**src/rtl/tdm_pkg.sv**
```systemverilog
// Shared definitions for the TDM mux/demux path.
//   state_t      : demux framing state (HUNT / LOCKED)
//   DEF_NUM_CH   : default number of slots per frame
//   DEF_DATA_W   : default sample width
//   clog2()      : ceiling log2, used to size slot counters on both ends
package tdm_pkg;

  typedef enum logic {
    HUNT   = 1'b0,
    LOCKED = 1'b1
  } state_t;

  localparam int DEF_NUM_CH = 4;
  localparam int DEF_DATA_W = 8;

  function automatic int clog2(input int value);
    int r;
    r = 0;
    while ((1 << r) < value) r++;
    return r;
  endfunction

endpackage

```
**src/rtl/tdm_slot_ctr.sv**
```systemverilog
// Modulo-NUM_CH slot counter shared by the TDM transmit and receive sides.
// Ports:
//   clk, rst_n : clock, asynchronous active-low reset
//   en         : advance one slot, wrapping to 0 after NUM_CH-1
//   load1      : force slot to 1 (the slot following a sync beat)
//   clr        : force slot to 0; priority clr > load1 > en
//   slot       : current slot index
//   last_slot  : slot == NUM_CH-1
module tdm_slot_ctr
  import tdm_pkg::*;
#(
  parameter int NUM_CH = DEF_NUM_CH,
  parameter int SLOT_W = 2
) (
  input  logic              clk,
  input  logic              rst_n,
  input  logic              en,
  input  logic              load1,
  input  logic              clr,
  output logic [SLOT_W-1:0] slot,
  output logic              last_slot
);

  // Explicit compare keeps non-power-of-2 NUM_CH legal.
  assign last_slot = (slot == SLOT_W'(NUM_CH - 1));

  always_ff @(posedge clk or negedge rst_n) begin
    if (!rst_n) begin
      slot <= '0;
    end else if (clr) begin
      slot <= '0;
    end else if (load1) begin
      slot <= SLOT_W'(1);
    end else if (en) begin
      slot <= last_slot ? '0 : slot + 1'b1;
    end
  end

endmodule

```
**src/rtl/tdm_demux1x4.sv**
```systemverilog
// Time-division demultiplexer: splits one interleaved sample stream into
// NUM_CH channel registers, tracking frame alignment via frame_sync on slot 0.
// Ports:
//   clk, rst_n  : clock, asynchronous active-low reset
//   din         : interleaved sample
//   din_valid   : din carries a sample this cycle
//   frame_sync  : current sample is slot 0 (qualified by din_valid)
//   ch_data     : channel k at [k*DATA_W +: DATA_W], held until next write
//   ch_valid    : one-cycle pulse on the channel that was written
//   frame_done  : one-cycle pulse when the last slot is written while locked
//   locked      : framing is locked
//   sync_err    : one-cycle pulse on misplaced or missing sync while locked
//
// state  | meaning
// HUNT   | discard beats until one carries frame_sync
// LOCKED | route beats by slot; count frames with missing sync
module tdm_demux1x4
  import tdm_pkg::*;
#(
  parameter int NUM_CH     = DEF_NUM_CH,
  parameter int DATA_W     = DEF_DATA_W,
  parameter int MISS_LIMIT = 3
) (
  input  logic                     clk,
  input  logic                     rst_n,
  input  logic [DATA_W-1:0]        din,
  input  logic                     din_valid,
  input  logic                     frame_sync,
  output logic [NUM_CH*DATA_W-1:0] ch_data,
  output logic [NUM_CH-1:0]        ch_valid,
  output logic                     frame_done,
  output logic                     locked,
  output logic                     sync_err
);

  localparam int SLOT_W = (clog2(NUM_CH) < 1) ? 1 : clog2(NUM_CH);

  state_t            state, state_nxt;
  logic [3:0]        miss_cnt, miss_nxt, miss_inc;
  logic [SLOT_W-1:0] slot, wr_idx;
  logic              last_slot;
  logic              wr_en, ctr_en, ctr_load, ctr_clr;
  logic              err_nxt, done_nxt;
  logic [NUM_CH-1:0] valid_nxt;

  tdm_slot_ctr #(
    .NUM_CH (NUM_CH),
    .SLOT_W (SLOT_W)
  ) u_slot_ctr (
    .clk       (clk),
    .rst_n     (rst_n),
    .en        (ctr_en),
    .load1     (ctr_load),
    .clr       (ctr_clr),
    .slot      (slot),
    .last_slot (last_slot)
  );

  assign miss_inc = miss_cnt + 4'd1;
  assign locked   = (state == LOCKED);

  always_comb begin
    state_nxt = state;
    miss_nxt  = miss_cnt;
    wr_en     = 1'b0;
    wr_idx    = '0;
    ctr_en    = 1'b0;
    ctr_load  = 1'b0;
    ctr_clr   = 1'b0;
    err_nxt   = 1'b0;
    done_nxt  = 1'b0;
    if (din_valid) begin
      case (state)
        HUNT: begin
          if (frame_sync) begin
            wr_en     = 1'b1;
            ctr_load  = 1'b1;
            miss_nxt  = '0;
            state_nxt = LOCKED;
          end
        end
        LOCKED: begin
          if (frame_sync) begin
            // A sync anywhere restarts the frame; off-slot-0 is an error.
            err_nxt  = (slot != '0);
            wr_en    = 1'b1;
            ctr_load = 1'b1;
            miss_nxt = '0;
          end else if (slot == '0) begin
            err_nxt = 1'b1;
            if (miss_inc >= 4'(MISS_LIMIT)) begin
              state_nxt = HUNT;
              ctr_clr   = 1'b1;
              miss_nxt  = '0;
            end else begin
              // Flywheel: keep routing on the assumed frame timing.
              miss_nxt = miss_inc;
              wr_en    = 1'b1;
              ctr_en   = 1'b1;
            end
          end else begin
            wr_en    = 1'b1;
            wr_idx   = slot;
            ctr_en   = 1'b1;
            done_nxt = last_slot;
          end
        end
        default: state_nxt = HUNT;
      endcase
    end
  end

  always_comb begin
    valid_nxt = '0;
    if (wr_en) valid_nxt[wr_idx] = 1'b1;
  end

  always_ff @(posedge clk or negedge rst_n) begin
    if (!rst_n) begin
      state      <= HUNT;
      miss_cnt   <= '0;
      ch_data    <= '0;
      ch_valid   <= '0;
      frame_done <= 1'b0;
      sync_err   <= 1'b0;
    end else begin
      state      <= state_nxt;
      miss_cnt   <= miss_nxt;
      ch_valid   <= valid_nxt;
      frame_done <= done_nxt;
      sync_err   <= err_nxt;
      for (int k = 0; k < NUM_CH; k++) begin
        if (valid_nxt[k]) ch_data[k*DATA_W +: DATA_W] <= din;
      end
    end
  end

endmodule

```
**config.mk**
```make
export PLATFORM = sky130hd
export DESIGN_NAME = tdm_demux1x4
export DESIGN_NICKNAME = d
export VERILOG_FILES = /design/src/rtl/tdm_pkg.sv /design/src/rtl/tdm_slot_ctr.sv /design/src/rtl/tdm_demux1x4.sv
export SDC_FILE = /design/constraint.sdc
export NUM_CORES = 1
export LEC_CHECK = 0
export BUFFER_PORTS_ARGS = -buffer_cell sky130_fd_sc_hd__buf_2
export CAP_MARGIN = 20
export CORE_AREA = 10 10 76 78
export DETAILED_ROUTE_END_ITERATION = 10
export DIE_AREA = 0 0 86 88
export PLACE_DENSITY = 0.7
export SYNTH_ARGS = -nofsm -noshare
export SYNTH_HDL_FRONTEND = slang
export SYNTH_SLANG_ARGS = --single-unit
```
**constraint.sdc**
```tcl
create_clock -name clk -period 3 [get_ports clk]
set_clock_uncertainty 0.2 [all_clocks]
set_input_delay 0.3 -clock clk [delete_from_list [all_inputs] [get_ports clk]]
set_output_delay 0.3 -clock clk [all_outputs]
set_load 0.05 [all_outputs]
```
Word-level counts from Yosys, hierarchy flattened
Cells that the tools add are included.
{"block": "op_classes", "reduce_logical": 5, "n_bitwise": 1, "n_mux": 39, "eq_ne": 3, "order_cmp": 3, "addsub": 2}
{"operator": "1-bit 2-to-1 mux", "count": 23}
{"operator": "4-bit 2-to-1 mux", "count": 5}
{"operator": "2-bit 2-to-1 mux", "count": 8}
{"operator": "4-bit one-hot mux with 2 select lines", "count": 1}
{"operator": "4-bit by 1-bit adder with 4-bit output, second input constant", "count": 1}
{"operator": "4-bit by 2-bit greater-or-equal comparator with 1-bit output, second input constant", "count": 1}
{"operator": "2-bit by 3-bit < comparator with 1-bit output, second input constant", "count": 1}
{"operator": "3-bit by 2-bit inequality test with 1-bit output, second input constant", "count": 1}
{"operator": "3-bit AND reduction", "count": 1}
{"operator": "3-bit nonzero test", "count": 1}
{"operator": "2-bit by 1-bit adder with 2-bit output, second input constant", "count": 1}
{"operator": "1-bit demux with 2-bit select", "count": 1}
{"operator": "2-bit == test, second input constant", "count": 1}
{"operator": "2-bit by 1-bit greater-or-equal comparator with 1-bit output, second input constant", "count": 1}
{"operator": "2-bit zero test", "count": 1}
{"operator": "2-bit inequality test, second input constant", "count": 1}
{"operator": "1-bit one-hot mux with 2 select lines", "count": 1}
{"operator": "2-bit nonzero test", "count": 1}
{"operator": "1-bit logical AND", "count": 1}
{"operator": "1-bit inverter", "count": 1}
{"block": "word_totals", "word_cells": 63, "inputBits": 12, "out_inout_bits": 39, "ff_bits": 45}

Longest topological paths before layout
Gate-level depths: netlist (run 1).
{"block": "logic_depth", "ltp_word": 10, "mapped_depth": 7, "depth_no_buf": 6}

By module
Synthesis (run 1) repeated with hierarchy kept, for this count alone.
{"block": "unflattened", "hier_cells": 126, "area_unflattened_um2": 1844.3}
{"module": "tdm_demux1x4", "cells_per_inst": 117, "area_per_inst_um2": 1741.7, "seq_area_each_um2": 1076.0, "n_inst": 1}
{"module": "tdm_slot_ctr", "cells_per_inst": 9, "area_per_inst_um2": 102.6, "seq_area_each_um2": 50.0, "n_inst": 1}

Least setup slack after synthesis (run 1)
OpenSTA, ideal clock, no wires.
{"block": "synth_path", "path_kind": "register to register", "from": "reg miss_cnt[1]", "to": "reg ch_data[0]", "t_required_ps": 2675, "path_buffers": 1, "setup_time_ps": 125, "arrival_ps": 1978, "stages_incl_launch_ff": 8, "setup_slack_ps": 697, "synth_period_minus_slack_ps": 2303, "cell_sequence": "dfrtp_1 ha_1 nand4_1 or3b_1 o311a_2 or3b_1 buf_6 mux2_4"}
{"block": "synth_via", "elab_chain_len": 8}
{"element": "start, declared", "line": "tdm_demux1x4.sv:39", "rtl": "logic [3:0] miss_cnt, miss_nxt, miss_inc;"}
{"element": "start signal, assigned", "line": "tdm_demux1x4.sv:128", "rtl": "miss_cnt <= miss_nxt;"}
{"element": "4-bit by 1-bit adder with 4-bit output", "line": "tdm_demux1x4.sv:59", "rtl": "assign miss_inc = miss_cnt + 4'd1;"}
{"element": "4-bit by 2-bit greater-or-equal comparator with 1-bit output", "line": "tdm_demux1x4.sv:91", "rtl": "if (miss_inc >= 4'(MISS_LIMIT)) begin"}
{"element": "1-bit 2-to-1 mux", "line": "tdm_demux1x4.sv:91"}
{"element": "1-bit 2-to-1 mux", "line": "tdm_demux1x4.sv:89", "rtl": "end else if (slot == '0) begin"}
{"element": "1-bit 2-to-1 mux", "line": "tdm_demux1x4.sv:83", "rtl": "if (frame_sync) begin"}
{"element": "1-bit one-hot mux with 2 select lines", "line": "tdm_demux1x4.sv:73", "rtl": "case (state)"}
{"element": "1-bit 2-to-1 mux", "line": "tdm_demux1x4.sv:72", "rtl": "if (din_valid) begin"}
{"element": "4-bit 2-to-1 mux", "line": "tdm_demux1x4.sv:115", "rtl": "if (wr_en) valid_nxt[wr_idx] = 1'b1;"}
{"element": "end signal, assigned by index", "line": "tdm_demux1x4.sv:133", "rtl": "if (valid_nxt[k]) ch_data[k*DATA_W +: DATA_W] <= din;"}
{"element": "end, declared", "line": "tdm_demux1x4.sv:29", "rtl": "output logic [NUM_CH*DATA_W-1:0] ch_data,"}
No other way between the ends.
A chain may end at the register's enable or synchronous reset.

Worst setup path after layout (run 1)
{"block": "layout_path", "from": "reg miss_cnt[1]", "to": "reg ch_data[5]"}
Same word-level chain as after synthesis.

==> impl_results.md, run 1 <==
- Overall global routing resource usage: 11.2%
- Iter 0 DRT Violations: 68
- Place WS: 0.439 ns
- Skew-Pair Late Insertion Delay: 0.29 ns
- ANT cells: 0
- Hold WS: 0.0793 ns
- Top cell type's share of synthesized area: 60.4%
- Max VDD drop: 0.341 mV
- Worst slew pin tran: 0.544 ns
- Synthesized area: 1870 um2
- Post-synthesis sequential area ratio: 60.4%
- Chip height: 88 um
- DRC viols: 0
- Final WL: 4.13 mm
- Synthesis warning total: 0
- Global-route wire length before repair: 6.76 mm
- CTS tree: yes
- Antenna violations before repair: 0
- Final setup fails: 0
- Max-cap violations: 0
- CORE AREA: 4290 um2
- Final WS setup: 0.429 ns
- GR Overflow Total: 0
- Power Density: 1180 nW/um2
- Slew Viols, Final: 0
- Final critical-path required period: 2.57 ns
- Ports: 51
- WP data arrival: 2.55 ns
- Final HPWL DP: 3.07 mm
- DRT antenna net count: 0
- Post-synthesis sequential element count: 45
- Post-synth top cells: 45 x dfrtp_1, 24 x mux2_2, 9 x nand2_1
- Mean routed wirelength per cell: 17.1 um
- Die area: 7570 um2
- PostCTS Resize Cnt: 0
- Synthesized area per cell: 13.9 um2
- Worst rel slew slack: 63.6%
- Static Leak: 1.21 nW
- Initial Util: 43.4%
- Top FF cell, synth: dfrtp_1
- Yosys top cell by area: dfrtp_1
- TritonCTS sink count: 45
- Fin area: 2300 um2
- Vias in the first global route: 1313
- CP endpoint kind: register
- FFs w/ async S/R, synth: 100%
- RSZ-0062 raised after global routing: no
- Ranking of synthesized cells by area: dfrtp_1 60%, mux2_2 14%, mux2_4 6.4%
- CTS Root Cell: clkbuf_8
- EDFF count, synth: 0
- Routability Congestion: 0.700
- Area after DPL: 2160 um2
- Pin count of the biggest net entering global routing: 46
- Synth unique cells: 27
- Power, Total: 2.73 mW
- DP Cell Count: 233
- Drt first pass iters: 5
- Gate Count Post-Synth: 134
- CP max FO: 9
- TNS Setup: 0 ns
- IO Port Bufs: 50
- Status: finished, final reports clean
- Post-Syn Nets: 151
- Clock slew at reported path FFs: 0.08 ns
- Die W: 86 um
- Setup Crit Path Kind: reg2reg
- Worst-case clock buffer depth: 2
- Data required time of the worst path: 2.98 ns
- Core Rows: 24
- Critical Path Start Type: register
- Share of layout cells above drive strength 1: 47.9%
- DR vias: 1238
- Crit share post-route: 85.7%
- Area Growth Syn to Fin: 23.5%
- Worst min path class: in2reg
- Layout Cells excl Fill: 242
- Max Freq: 0.389 GHz
- Final Hold Vio Count: 0
- Utilization after layout: 53.6%
- CTS H-tree lvls: 2
- Layout net count: 207
- DR vias/cell: 5.12
- Total CTS buffers: 5
- Most common cell in the netlist: dfrtp_1
-- flip-flops by register name (all words and copies together), names as in the netlist --
name / count
ch_data: 32
ch_valid: 4
miss_cnt: 4
u_slot_ctr.slot: 2
frame_done: 1
locked: 1
sync_err: 1
-- per-layer routing --
layer	track usage, %	routed length (um)	up-vias
met5	0	0	-
met1	13.5	1780	607
met4	3.29	52	0
met3	5.20	351	9
met2	17.5	1950	47
li1	-	-	575
-- worst paths after layout --
kind | from | cells past startpoint | to | slack (ns)
worst max register to register | miss_cnt[1]$_DFFE_PN0P_ | 6 | ch_data[5]$_DFFE_PN0P_ | 0.43
min in group asynchronous | rst_n | 2 | ch_valid[2]$_DFF_PN0_ | 0.31
max in group asynchronous | rst_n | 3 | ch_data[7]$_DFFE_PN0P_ | 1.80
worst min-delay path | din[6] | 2 | ch_data[6]$_DFFE_PN0P_ | 0.08
worst min register to register | ch_data[30]$_DFFE_PN0P_ | 1 | ch_data[30]$_DFFE_PN0P_ | 0.30
worst max-delay path | miss_cnt[1]$_DFFE_PN0P_ | 6 | ch_data[5]$_DFFE_PN0P_ | 0.43
-- repair_timing --
item,in CTS,in global routing
hold buffers,1,0
buffers inserted,0,0
endpoints found under the hold margin,45,0
endpoints found under the setup margin,0,0
-- logic make-up after synthesis --
kind of cell	share of synthesized area, %
AO/OA/AOI/OAI	4.23
XOR/XNOR	0.470
adder cells (fa/ha/maj)	3.35
buffers and inverters	2.41
flip-flops	60.4
multiplexers	21.5
AND/OR/NAND/NOR	7.71
-- critical path: stages, from the launching register on --
cell and delay, ns:
dfrtp_1 0.42, ha_1 0.21, nand4_1 0.11, or3b_1 0.38
o311a_2 0.15, or3b_1 0.62, mux2_4 0.38
-- final cells by class --
class	count	area, um2
clock buffers	5	68.8
well taps	52	65.1
repair buffers	52	288
fillers	365	1990
inverters	7	26.3
clock inverters	2	35.0
flip-flops and latches	45	1130
multi-input cells	79	694
-- report_power, final --
group / switching, mW / internal (mW) / leakage (nW)
Sequential: 0.127 / 0.823 / 0.563
Clock: 0.194 / 0.242 / 0.0540
Combinational: 0.971 / 0.371 / 0.590
-- placed cells by master, fill, tap and decap left out, types with 3 or more instances in the layout --
master    synthesis  layout
clkbuf_8          0       5
mux2_2           24      24
buf_2             0      50
and2_1            3       3
o21ai_0           5       5
mux2_4            8       8
nand2_1           9       9
inv_1             7       7
nand3_1           3       3
dfrtp_1          45      45
a21oi_1           4       4
ha_1              5       5
(Power assumes the default switching activity.)
==> run 2: changes to the inputs <==
Settings changed: HOLD_SLACK_MARGIN from default to 0.08.
==> impl_results.md, run 2 (synthesis gave the netlist of run 1 again) <==
- Status: finished, final reports clean
- Share of layout cells above drive strength 1: 46.9% (-0.99 points)
- Max reg flops: 32 (unchanged)
- Metal-1 WL: 1.79 mm (+0.84%)
- Area Growth Syn to Fin: 25.6%
- Final setup fails: 0 (unchanged)
- Layout net count: 211 (+1.9%)
- Final Hold Vio Count: 0 (unchanged)
- Routability Congestion: 0.700 (unchanged)
- WP data arrival: 2.55 ns (about the same)
- Max-cap violations: 0 (unchanged)
- Worst min path class: in2reg
- Power Density: 1170 nW/um2 (-1.5%)
- Biggest regs: ch_data (32), ch_valid (4), miss_cnt (4)
- DRC viols: 0 (unchanged)
- Utilization after layout: 54.6% (+0.93 points)
- Worst-case clock buffer depth: 2 (unchanged)
- Overall global routing resource usage: 11.3% (+0.12 points)
- CTS tree: yes
- Crit share post-route: 85.7% (about the same)
- TritonCTS sink count: 45 (unchanged)
- CTS H-tree lvls: 2 (unchanged)
- Vias in the first global route: 1331 (+1.4%)
- Slew Viols, Final: 0 (unchanged)
- Most common cell after layout, fill and taps aside: buf_2
- Met2 WL post-DR: 1.95 mm (+0.36%)
- Core Rows: 24 (unchanged)
- Fillcell total: 361 (-1.1%)
- Clock slew at reported path FFs: 0.08 ns (about the same)
- Worst slew pin tran: 0.552 ns (+0.00767 ns)
- Combinational Power Share: 49.3% (about the same)
- Worst rel slew slack: 63.1% (-0.51 points)
- ANT cells: 0 (unchanged)
- Static Leak: 1.22 nW (+1.4%)
- RR Startpoint: miss_cnt[1]$_DFFE_PN0P_
- DRT antenna net count: 0 (unchanged)
- DR vias: 1251 (+1.1%)
- TNS Setup: 0 ns (unchanged)
- Crit path capture: ch_data[5]$_DFFE_PN0P_
- Most frequent cells in the layout: 50 x buf_2, 45 x dfrtp_1, 24 x mux2_2
- CTS Root Cell: clkbuf_8
- Ports: 51 (unchanged)
- Initial Util: 43.4% (unchanged)
- Chip height: 88 um (unchanged)
- IO Port Bufs: 50 (unchanged)
- Max VDD drop: 0.342 mV (+0.17%)
- DR vias/cell: 5.09 (-0.59%)
- Final WS setup: 0.429 ns (+0.000284 ns)
- Iter 0 DRT Violations: 75 (+10%)
- Pin count of the biggest net entering global routing: 46 (unchanged)
- CP endpoint kind: register
- Switching Fraction: 47.3% (about the same)
- Antenna violations before repair: 0 (unchanged)
- Final WL: 4.15 mm (+0.56%)
- Die area: 7570 um2 (unchanged)
- DR WL met3: 352 um (+0.28%)
- Largest Register: ch_data
- PostCTS Resize Cnt: 0 (unchanged)
- Mean routed wirelength per cell: 16.9 um (-1.1%)
- Die W: 86 um (unchanged)
- Clock Power Share: 15.9% (about the same)
- Critical path origin: miss_cnt[1]$_DFFE_PN0P_
- Max Freq: 0.389 GHz (about the same)
- RSZ-0062 raised after global routing: no
- Switching component of the power: 1.29 mW (+0.10%)
- Post-CTS Setup Inserts: 0 (unchanged)
- Cell internal pwr: 1.44 mW (+0.24%)
- Critical R2R Capture: ch_data[5]$_DFFE_PN0P_
- Reg2reg setup slack: 0.43 ns (about the same)
- Drt first pass iters: 5 (unchanged)
- Data required time of the worst path: 2.98 ns (about the same)
- Total CTS buffers: 5 (unchanged)
- Global-route wire length before repair: 6.84 mm (+1.2%)
- Seq pwr share: 34.8% (about the same)
- CORE AREA: 4290 um2 (unchanged)
- Setup Crit Path Kind: reg2reg
- Max Used Layer: met4
- Skew-Pair Late Insertion Delay: 0.29 ns (about the same)
- Cells on worst reg2reg path: 6 (unchanged)
- GR Overflow Total: 0 (unchanged)
- Final HPWL DP: 3.07 mm (unchanged)
- Final critical-path required period: 2.57 ns (-0.000284 ns)
- CP max FO: 9 (unchanged)
- Place WS: 0.439 ns (unchanged)
- Critical Path Start Type: register
-- run 2: how the worst min path moves through the flow --
stage | start | cells past startpoint | endpoint | slack (ns)
floorplan | rst_n | 0 | ch_data[0]$_DFFE_PN0P_ | -0.20
global placement | rst_n | 1 | ch_data[24]$_DFFE_PN0P_ | 0.28
detailed placement | ch_data[10]$_DFFE_PN0P_ | 1 | ch_data[10]$_DFFE_PN0P_ | 0.29
CTS | din[1] | 2 | ch_data[1]$_DFFE_PN0P_ | 0.09
global route | din[4] | 2 | ch_data[4]$_DFFE_PN0P_ | 0.09
finish | din[4] | 2 | ch_data[4]$_DFFE_PN0P_ | 0.1
-- run 2: layout make-up --
cell class	count	area (um2)	share of cell area, %
Sequential cell	45	1130	48.1
Multi-Input combinational cell	79	694	29.6
Timing Repair Buffer	56	328	14.0
Clock buffer	5	68.8	2.94
Tap cell	52	65.1	2.78
Clock inverter	2	35.0	1.49
Inverter	7	26.3	1.12
-- run 2: per-layer routing --
metal	GRT usage [%]	vias to the layer above
met5	0	-
met4	3.29	0
met3	5.20	9
met2	17.6	47
met1	13.7	611
li1	-	584
-- run 2: what timing repair did --
action / 4_1_cts / 5_1_grt
hold endpoints to repair: 53 / 0
endpoints found under the setup margin: 0 / 0
hold buffers: 5 / 0
-- run 2: metrics by stage --
step / hold slack, ns / instances / cell area, um2 / power [mW]
2_1_floorplan: -0.196 / 134 / 1870 / 1.99
3_3_place_gp: 0.282 / 233 / 2160 / 2.27
3_5_place_dp: 0.287 / 233 / 2160 / 2.32
4_1_cts: 0.0892 / 245 / 2320 / 2.76
5_1_grt: 0.0937 / 246 / 2340 / 2.87
6_report: 0.100 / 246 / 2340 / 2.73
-- run 2: critical path: stages, from the launching register on --
cell and delay (ns):
dfrtp_1 0.42, ha_1 0.21, nand4_1 0.11, or3b_1 0.38
o311a_2 0.15, or3b_1 0.62, mux2_4 0.38
-- run 2: power groups by stage --
| stage | clock [mW] | combinational (mW) | sequential (mW) |
|---|---|---|---|
| floorplan | 0 | 0.326 | 1.66 |
| global placement | 0 | 1.33 | 0.943 |
| detailed placement | 0 | 1.36 | 0.962 |
| CTS | 0.445 | 1.36 | 0.953 |
| global route | 0.471 | 1.42 | 0.979 |
| finish | 0.436 | 1.35 | 0.950 |
